File: src/rtl/shift_result_pkg.sv
// ---------------------------------------------------------------------------
// shift_result_pkg
// Shared types and default widths for the shifter result buffer.
//
// Contents:
//   DEFAULT_WIDTH      data width of the shifter result (matches shifter WIDTH)
//   DEFAULT_CNT_WIDTH  width of the delivered-result counter
//   state_t            buffer occupancy: EMPTY, ONE, FULL
//   entry_t            one stored result at default width: data, shope tag and,
//                      when SHIFT_RESULT_ZERO_FLAG_EN is defined, the zero flag
//
// Configuration macro: SHIFT_RESULT_ZERO_FLAG_EN adds the zero field to entry_t.
// ---------------------------------------------------------------------------
package shift_result_pkg;

  localparam int DEFAULT_WIDTH     = 32;
  localparam int DEFAULT_CNT_WIDTH = 16;

  // Occupancy of the two-entry skid buffer. EMPTY: nothing presented.
  // ONE: main register valid. FULL: main and skid registers both valid.
  typedef enum logic [1:0] {
    EMPTY = 2'd0,
    ONE   = 2'd1,
    FULL  = 2'd2
  } state_t;

  // Default-width view of one stored result, for integration code that
  // works at the shifter's standard width.
  typedef struct packed {
    logic [DEFAULT_WIDTH-1:0] data;
    logic                     shope;
`ifdef SHIFT_RESULT_ZERO_FLAG_EN
    logic                     zero;
`endif
  } entry_t;

endpackage : shift_result_pkg

File: src/rtl/shift_result_buffer.sv
// ---------------------------------------------------------------------------
// shift_result_buffer
// Two-entry skid buffer behind the combinational shifter. Captures each
// shifter result and its operation tag on a valid/ready handshake, presents
// them in order to the ALU result mux, and counts delivered results.
//
// Handshake semantics (both sides): a transfer happens on a rising clk edge
// where valid && ready are both 1. A producer holding valid keeps its data
// stable until the transfer; ready may be 1 without valid and carries no
// obligation. in_ready depends only on the registered state, never on
// out_ready, so the shifter's combinational path never sees downstream
// backpressure in the same cycle.
//
// Ports:
//   clk        clock, all state updates on the rising edge
//   rst_n      synchronous reset, active-low
//   in_valid   shifter result valid
//   in_data    shifter output o
//   in_shope   shifter operation bit (1 = left, 0 = right), carried as tag
//   in_ready   buffer can accept (state != FULL)
//   out_valid  result available (state != EMPTY)
//   out_data   buffered result (main register)
//   out_shope  tag of out_data
//   out_ready  consumer accepts
//   o_count    results delivered on the output since reset, wraps
//   dbg_state  current occupancy state, for observation only
//   o_zero     out_data == 0, registered with the data
//              (present only with SHIFT_RESULT_ZERO_FLAG_EN)
//
// Configuration macro: SHIFT_RESULT_ZERO_FLAG_EN.
// ---------------------------------------------------------------------------
module shift_result_buffer
  import shift_result_pkg::*;
#(
  parameter int WIDTH     = DEFAULT_WIDTH,
  parameter int CNT_WIDTH = DEFAULT_CNT_WIDTH
) (
  input  logic                 clk,
  input  logic                 rst_n,
  input  logic                 in_valid,
  input  logic [WIDTH-1:0]     in_data,
  input  logic                 in_shope,
  output logic                 in_ready,
  output logic                 out_valid,
  output logic [WIDTH-1:0]     out_data,
  output logic                 out_shope,
  input  logic                 out_ready,
  output logic [CNT_WIDTH-1:0] o_count,
  output state_t               dbg_state
`ifdef SHIFT_RESULT_ZERO_FLAG_EN
  ,
  output logic                 o_zero
`endif
);

  // Stored result at this instance's width. The zero flag is computed at
  // capture so the output flag comes straight from a register.
  typedef struct packed {
    logic [WIDTH-1:0] data;
    logic             shope;
`ifdef SHIFT_RESULT_ZERO_FLAG_EN
    logic             zero;
`endif
  } buf_entry_t;

  state_t               state_q;
  buf_entry_t           main_q;
  buf_entry_t           skid_q;
  buf_entry_t           in_entry;
  logic [CNT_WIDTH-1:0] count_q;
  logic [CNT_WIDTH-1:0] count_d;
  logic                 in_fire;
  logic                 out_fire;

  always_comb begin
    in_entry       = '0;
    in_entry.data  = in_data;
    in_entry.shope = in_shope;
`ifdef SHIFT_RESULT_ZERO_FLAG_EN
    in_entry.zero  = (in_data == '0);
`endif
  end

  assign in_ready  = (state_q != FULL);
  assign out_valid = (state_q != EMPTY);
  assign in_fire   = in_valid && in_ready;
  assign out_fire  = out_valid && out_ready;

  // Counter wraps naturally at 2^CNT_WIDTH.
  assign count_d = count_q + CNT_WIDTH'(out_fire);

  always_ff @(posedge clk) begin
    if (!rst_n) begin
      // Reset wins over any handshake in the same cycle.
      state_q <= EMPTY;
      main_q  <= '0;
      skid_q  <= '0;
      count_q <= '0;
    end else begin
      count_q <= count_d;
      unique case (state_q)
        EMPTY: begin
          if (in_fire) begin
            main_q  <= in_entry;
            state_q <= ONE;
          end
        end
        ONE: begin
          if (in_fire && out_fire) begin
            // Old result leaves as the new one arrives: stay at one entry.
            main_q <= in_entry;
          end else if (in_fire) begin
            // Consumer stalled: park the new result behind the presented one.
            skid_q  <= in_entry;
            state_q <= FULL;
          end else if (out_fire) begin
            state_q <= EMPTY;
          end
        end
        FULL: begin
          // in_ready is 0 here, so only the output side can move.
          if (out_fire) begin
            main_q  <= skid_q;
            state_q <= ONE;
          end
        end
        default: state_q <= EMPTY;
      endcase
    end
  end

  assign out_data  = main_q.data;
  assign out_shope = main_q.shope;
  assign o_count   = count_q;
  assign dbg_state = state_q;
`ifdef SHIFT_RESULT_ZERO_FLAG_EN
  assign o_zero    = main_q.zero;
`endif

endmodule : shift_result_buffer
File: config.mk
export PLATFORM = sky130hd
export DESIGN_NAME = shift_result_buffer
export DESIGN_NICKNAME = d
export VERILOG_FILES = /design/src/rtl/shift_result_pkg.sv /design/src/rtl/shift_result_buffer.sv
export SDC_FILE = /design/constraint.sdc
export NUM_CORES = 1
export LEC_CHECK = 0
export CAP_MARGIN = 0
export CORE_UTILIZATION = 45
export DETAILED_ROUTE_END_ITERATION = 8
export PLACE_DENSITY_LB_ADDON = 0.08
export SLEW_MARGIN = 30
export SYNTH_ARGS = -nofsm -noshare
export SYNTH_HDL_FRONTEND = slang
export SYNTH_SLANG_ARGS = --single-unit
File: constraint.sdc
create_clock -name clk -period 2.4 [get_ports clk]
set_input_delay 0.6 -clock clk [delete_from_list [all_inputs] [get_ports clk]]
set_output_delay 0.6 -clock clk [all_outputs]
set_load 0.02 [all_outputs]
Word level (Yosys, flattened, before mapping)

Cells that the tools add are included.

Output and inout port bits: 53
Register bits: 84

Multiplexer cells: 10
Reduce and logical (&&, ||, !) cells: 9
Bitwise gates (word level): 1
Eq/ne operators: 8
$add $sub $neg: 1

Operators with widths:

| kind                                                             | number |
|---|---|
| 33-bit two-way mux                                               | 3 |
| 33-bit case mux with 3 select lines                              | 1 |
| 16-bit by 1-bit adder with 16-bit output                         | 1 |
| 2-bit two-way mux                                                | 5 |
| 2-bit inequality test (second input constant)                    | 5 |
| 4-bit AND reduction                                              | 2 |
| 2-bit case mux with 3 select lines                               | 1 |
| 1-bit logical AND                                                | 3 |
| 3-bit inequality test (second input constant)                    | 1 |
| 3-bit AND reduction                                              | 1 |
| 3-bit nonzero test                                               | 1 |
| 2-bit by 1-bit == test with 1-bit output (second input constant) | 1 |
| 2-bit == test (second input constant)                            | 1 |
| 2-bit logical NOT                                                | 1 |
| 2-bit nonzero test                                               | 1 |
| 1-bit NOT                                                        | 1 |

Depth between registers and ports, before layout

Gate-level depths: netlist (run 1).

Word-level depth: 6
Mapped depth: 8

Worst setup path before layout (run 1)

No wires, ideal clock.

Kind: register to register
Start point: register state_q[1], in the netlist dbg_state[1]
End point: register count_q[13], in the netlist o_count[13]
Stages on the path, launching flop included: 8
Arrival time: 1.931 ns
Slack: 0.399 ns
Required time: 2.330 ns
Clock period less this slack: 2.001 ns
Cell sequence: dfxtp_1 -> or2_2 -> and2_1 -> ha_1 -> nand3_1 -> or2_2 -> or4_1 -> a21oi_1

Longest elaborated chain between the ends: 3

Ends and longest elaborated chain:

| what                                     | line                       | RTL |
|---|---|---|
| start, declared                          | shift_result_buffer.sv:66  | `state_t state_q;` |
| start signal, assigned                   | shift_result_buffer.sv:95  | `state_q <= EMPTY;` |
| start signal, assigned                   | shift_result_buffer.sv:105 | `state_q <= ONE;` |
| start signal, assigned                   | shift_result_buffer.sv:115 | `state_q <= FULL;` |
| 2-bit nonzero test                       | shift_result_buffer.sv:85  | `assign out_valid = (state_q != EMPTY);` |
| net out_valid                            | shift_result_buffer.sv:44  | `output logic out_valid,` |
| 1-bit logical AND                        | shift_result_buffer.sv:87  | `assign out_fire = out_valid && out_ready;` |
| 16-bit by 1-bit adder with 16-bit output | shift_result_buffer.sv:90  | `assign count_d = count_q + CNT_WIDTH'(out_fire);` |
| end signal, assigned                     | shift_result_buffer.sv:100 | `count_q <= count_d;` |
| end, declared                            | shift_result_buffer.sv:70  | `logic [CNT_WIDTH-1:0] count_q;` |

The timed path passes the listed nets, and every way through them passes these cells.
A chain may end at the register's enable or synchronous reset.

Final worst setup path (run 1)

Start point: register state_q[1], in the netlist dbg_state[1]
End point: output port in_ready

Longest elaborated chain between the ends: 1

Ends and longest elaborated chain:

| what                  | line                      | RTL |
|---|---|---|
| 2-bit inequality test | shift_result_buffer.sv:84 | `assign in_ready = (state_q != FULL);` |
| end, declared         | shift_result_buffer.sv:43 | `output logic in_ready,` |

Every way passes these cells.

==> results of run 1 <==
critical path: cells and delay by family (launching register included):
kind | cells | cell delay [ns]
buffers and inverters | 1 | 0.57
flip-flops | 1 | 0.42
AND/OR/NAND/NOR | 1 | 0.32
power by group:
group | internal, mW | switching (mW) | total [mW]
logic | 0.238 | 0.238 | 0.476
clock network | 0.539 | 0.489 | 1.03
registers | 1.46 | 0.0385 | 1.50
total | 2.24 | 0.765 | 3.01
metal layers:
metal / vias to the layer above / GRT usage, % / wire [um]
met1: 1326 / 24.9 / 3510
li1: 1530 / - / -
met5: - / 0 / 0
met4: 0 / 8.66 / 117
met2: 59 / 33.4 / 3500
met3: 12 / 3.79 / 352
what timing repair did:
| action | in CTS | in global routing |
|---|---|---|
| setup endpoints to repair | 0 | 1 |
| gates resized for setup | 0 | 1 |
| hold buffers | 0 | 0 |
path summary, 6_finish.rpt:
| path | end | startpoint | depth (start not counted) | slack [ns] |
|---|---|---|---|---|
| max | in_ready | dbg_state[1] | 2 | 0.16 |
| min | skid_q[28] | skid_q[28] | 2 | 0.45 |
| min reg2reg | skid_q[28] | skid_q[28] | 2 | 0.45 |
| max reg2reg | o_count[13] | dbg_state[0] | 7 | 0.50 |
flip-flops by register name, indices dropped and copies added, names as in the netlist:
name / flops
skid_q: 33
out_shope: 1
o_count: 16
out_data: 32
dbg_state: 2
synthesized netlist by cell type, types with 3 or more instances:
library cell  number
a211oi_1          33
a21oi_1           39
and2_1             4
buf_1              3
buf_2              6
clkbuf_1          16
dfxtp_1           84
mux2i_1           35
nand2_1           78
nand3_1            3
nand4_1            3
nor2_1            45
o21ai_0            3
or3_1              4
xnor2_1            3
xor2_1             4
layout make-up:
| type | instances | area (um2) |
|---|---|---|
| Clock inverter | 3 | 45.0 |
| Sequential cell | 84 | 1680 |
| Clock buffer | 13 | 159 |
| Multi-Input combinational cell | 278 | 1620 |
| Tap cell | 99 | 124 |
| Timing Repair Buffer | 101 | 1020 |
| Fill cell | 664 | 2630 |
| Inverter | 3 | 11.3 |
per-stage QoR:
step                total power, mW  utilization [%]   TNS, ns
global route                   3.14             63.9         0
floorplan                      1.78                -         0
CTS                            3.04             63.9         0
detailed placement             2.01             61.1  -0.00939
finish                         3.01             63.9         0
global placement               2.01             61.1         0
kinds of logic (layout without fill, tap and decap cells):
group | after synthesis | after routing
flip-flops | 84 | 84
AO/OA/AOI/OAI | 81 | 81
adder cells (fa/ha/maj) | 2 | 2
AND/OR/NAND/NOR | 153 | 153
XOR/XNOR | 7 | 7
multiplexers | 35 | 35
buffers and inverters | 29 | 120
==> impl_metrics.json, run 1 <==
{
  "synthArstFlopShare_pct": 0,
  "drive_above_1_share_pct": 7.05,
  "final_cell_mix": "clkdlybuf4s50_1 (89), dfxtp_1 (83), nand2_1 (78)",
  "crit_path_end_kind": "primary output",
  "grt_pass1_vias": 2663,
  "layout.nets": 516,
  "layout_min_cycle_time_ns": 2.24,
  "hpwl_um": 4850,
  "synth-seq-cells": 84,
  "grt_usage_pct": 19.8,
  "numCtsBuffers": 9,
  "dpl.cell_count": 565,
  "tightest_slew_ns": 0.604,
  "startpoint_type": "flip-flop",
  "synth_nets": 430,
  "cts_tree": "yes",
  "finClkSkew_ns": 0.0115,
  "cts.sinks": 84,
  "ios": 90,
  "synth_xor_area_share_pct": 1.80,
  "io_buffers": 89,
  "synth_cell_types": 35,
  "synth_compound_area_share_pct": 14.8,
  "syn_area_um2": 3410,
  "place_congestion": 0.760,
  "synth_area_leaders": "dfxtp_1 (49%), mux2i_1 (10%), nand2_1 (8.6%)",
  "ant_nets": 0,
  "worstSetupPathType": "flip-flop to primary output",
  "first_pass_iters": 4,
  "synthAdderAreaFrac_pct": 0.735,
  "post-route-period-util_pct": 93.5,
  "yosys.area.top_type_share_pct": 49.4,
  "synth_top_family_by_area": "simple AND/OR/NAND/NOR gates",
  "syn_to_final_growth_pct": 36.9,
  "wire_per_inst_um": 12.9,
  "post_cts_buffers": 0,
  "crit_arrival_ns": 1.64,
  "slowest_stage": "clkdlybuf4s50_1",
  "grt_pass1_wl_um": 12200,
  "coreArea_um2": 7290,
  "max_stage_delay_ns": 0.57,
  "required_ns": 1.80,
  "place_ws_ns": -0.00939,
  "drt_iter0_drc": 78,
  "rsz0062_at_grt": "false",
  "final-hold-violation-count": 0,
  "fp.dieW_um": 89.0,
  "synthMuxAreaShare_pct": 10.3,
  "row_count": 31,
  "placed_area_um2": 4460,
  "die_height_um": 89.0,
  "hold_path.class": "flip-flop to flip-flop",
  "synth_cells": 391,
  "dieArea_um2": 7920,
  "setup_viol": 0,
  "crit_chain": "or2b_2 -> clkdlybuf4s50_1",
  "diodes": 0,
  "fin_ws_ns": 0.156,
  "insertion_delay_ns": 0.35,
  "synth_edf_count": 0,
  "maxCapViolations": 0,
  "synth-simple-area-share_pct": 19.4,
  "grt_overflow_total": 0,
  "clk_pin_slew_worst_paths_ns": 0.08,
  "maxSlewViolCount": 0,
  "viasPerCell": 5.04,
  "final_cell_count_no_fill": 581,
  "fin_area_um2": 4660,
  "grt_max_degree": 75,
  "ys_seq_area_share_pct": 49.4,
  "synthFlopType": "dfxtp_1",
  "clk_path_buf_depth": 2,
  "layout_commonest_cell": "clkdlybuf4s50_1",
  "synth.avg_cell_area_um2": 8.71,
  "drc": 0,
  "yosysWarnings": 0,
  "yosysTopAreaCell": "dfxtp_1",
  "htreeDepth": 3,
  "timing.hold.ws_ns": 0.455,
  "p_per_area_nw_per_um2": 645,
  "fmax_mhz": 446,
  "clockRootBuffer": "clkbuf_8",
  "p_leak_nw": 1.86,
  "num_vias": 2927,
  "totalWireLength_um": 7480,
  "start_util_pct": 46.7,
  "ir_drop_uv": 307,
  "crit_path_max_fanout": 9,
  "slew_headroom_pct": 59.8,
  "status": "finished, final reports clean",
  "antenna_found_initial": 0
}
No activity file was read; power rests on OpenSTA's default activity.
==> run 2, diff against run 1 <==
--- a/config.mk
+++ b/config.mk
@@ -6,8 +6,10 @@
 export NUM_CORES = 1
 export LEC_CHECK = 0
 export CAP_MARGIN = 0
+export CORE_MARGIN = 2
 export CORE_UTILIZATION = 45
 export DETAILED_ROUTE_END_ITERATION = 8
+export GPL_ROUTABILITY_DRIVEN = 0
 export PLACE_DENSITY_LB_ADDON = 0.08
 export SLEW_MARGIN = 30
 export SYNTH_ARGS = -nofsm -noshare
==> impl_metrics.json, run 2 (same netlist as run 1, synthesis figures left out) <==
{
  "numCtsBuffers": 9,
  "row_count": 31,
  "syn_to_final_growth_pct": 37.8,
  "largest_reg_flops": 33,
  "drc": 0,
  "p_leak_nw": 1.88,
  "r2r_slack_ns": 0.50,
  "post_cts_buffers": 0,
  "regArea_um2": 1680,
  "fin_area_um2": 4690,
  "totalWireLength_um": 7550,
  "clk_pin_slew_worst_paths_ns": 0.08,
  "multi_input_area_um2": 1620,
  "crit_arrival_ns": 1.74,
  "finClkSkew_ns": 0.0117,
  "cts_tree": "yes",
  "r2r_cells": 7,
  "slew_headroom_pct": 59.5,
  "rsz0062_at_grt": "false",
  "hold_path.class": "flip-flop to flip-flop",
  "final-hold-violation-count": 0,
  "crit_path_max_fanout": 9,
  "diodes": 0,
  "antenna_found_initial": 0,
  "min-delay-start": "skid_q[24]",
  "fmax_mhz": 428,
  "dieArea_um2": 8280,
  "layout.nets": 517,
  "max_flop_register": "skid_q",
  "p_per_area_nw_per_um2": 651,
  "clk_path_buf_depth": 2,
  "ir_drop_uv": 351,
  "hold_depth": 2,
  "status": "finished, final reports clean",
  "hold_path_end": "skid_q[24]",
  "fillers": 660,
  "ios": 90,
  "die_height_um": 91.0,
  "layout_commonest_cell": "clkdlybuf4s50_1",
  "io_buffers": 89,
  "cts.sinks": 84,
  "grt_pass1_vias": 2723,
  "hpwl_um": 4980,
  "setup_viol": 0,
  "required_ns": 1.80,
  "maxCapViolations": 0,
  "wire_per_inst_um": 13.0,
  "num_vias": 2928,
  "grt_usage_pct": 18.5,
  "drt_iter0_drc": 80,
  "maxSlewViolCount": 0,
  "final_cell_mix": "clkdlybuf4s50_1 (89), dfxtp_1 (84), nand2_1 (78)",
  "fin_setup_tns_ns": 0,
  "first_pass_iters": 4,
  "fin_util_pct": 64.3,
  "htreeDepth": 3,
  "drive_above_1_share_pct": 7.26,
  "grt_max_degree": 43,
  "grt_overflow_total": 0,
  "regToRegStartpoint": "dbg_state[1]",
  "crit_path_end_kind": "primary output",
  "worstSetupPathType": "flip-flop to primary output",
  "viasPerCell": 5.04,
  "postCtsHoldBufs": 0,
  "power.total_mw": 3.06,
  "layout_min_cycle_time_ns": 2.34,
  "ant_nets": 0,
  "startpoint_type": "flip-flop",
  "post-route-period-util_pct": 97.3,
  "clockRootBuffer": "clkbuf_8",
  "tightest_slew_ns": 0.607,
  "reg2reg_to": "o_count[13]",
  "insertion_delay_ns": 0.35,
  "fp.dieW_um": 91.0,
  "placed_area_um2": 4480,
  "coreArea_um2": 7290,
  "post_cts_resized": 0,
  "grt_pass1_wl_um": 12500,
  "start_util_pct": 46.7
}
## run 2: worst max-delay path: stages, from the launching register on
cell	delay, ns
dfxtp_1	0.48
or2b_2	0.35
clkdlybuf4s50_1	0.57
## run 2: area by class of cell
type                       count  area share, %
multi-input combinational    278           34.6
sequential                    84           35.8
clock inverter                 6           1.92
timing repair buffer         102           22.1
tap                           99           2.64
clock buffer                   9           2.64
inverter                       3          0.240
## run 2: worst max-delay path by stage
| stage | from | endpoint | slack, ns |
|---|---|---|---|
| after floorplan | dbg_state[1] | o_count[13] | 0.40 |
| after global placement | out_ready | o_count[13] | 0.04 |
| after detailed placement | out_ready | o_count[13] | 0.004 |
| after CTS | dbg_state[1] | in_ready | 0.04 |
| after global routing | dbg_state[1] | in_ready | 0.006 |
| final | dbg_state[1] | in_ready | 0.06 |
## run 2: layer usage
layer / share of wire [%] / vias up / track usage [%]
met4: 1.5 / 0 / 7.58
met2: 47 / 69 / 30.0
met3: 5.6 / 10 / 4.48
met1: 46 / 1332 / 23.6
li1: - / 1517 / -
met5: 0 / - / 0
## run 2: metrics by stage
step / std cells / hold slack, ns / setup slack (ns)
after floorplan: 391 / 0.436 / 0.399
after global placement: 566 / 0.441 / 0.0411
after detailed placement: 566 / 0.446 / 0.00404
after CTS: 581 / 0.457 / 0.0382
after global routing: 581 / 0.469 / 0.00627
final: 581 / 0.455 / 0.0643
## run 2: report_power, final
| part | internal, mW | switching (mW) |
|---|---|---|
| clock network | 0.582 | 0.496 |
| registers | 1.46 | 0.0386 |
| logic | 0.237 | 0.239 |
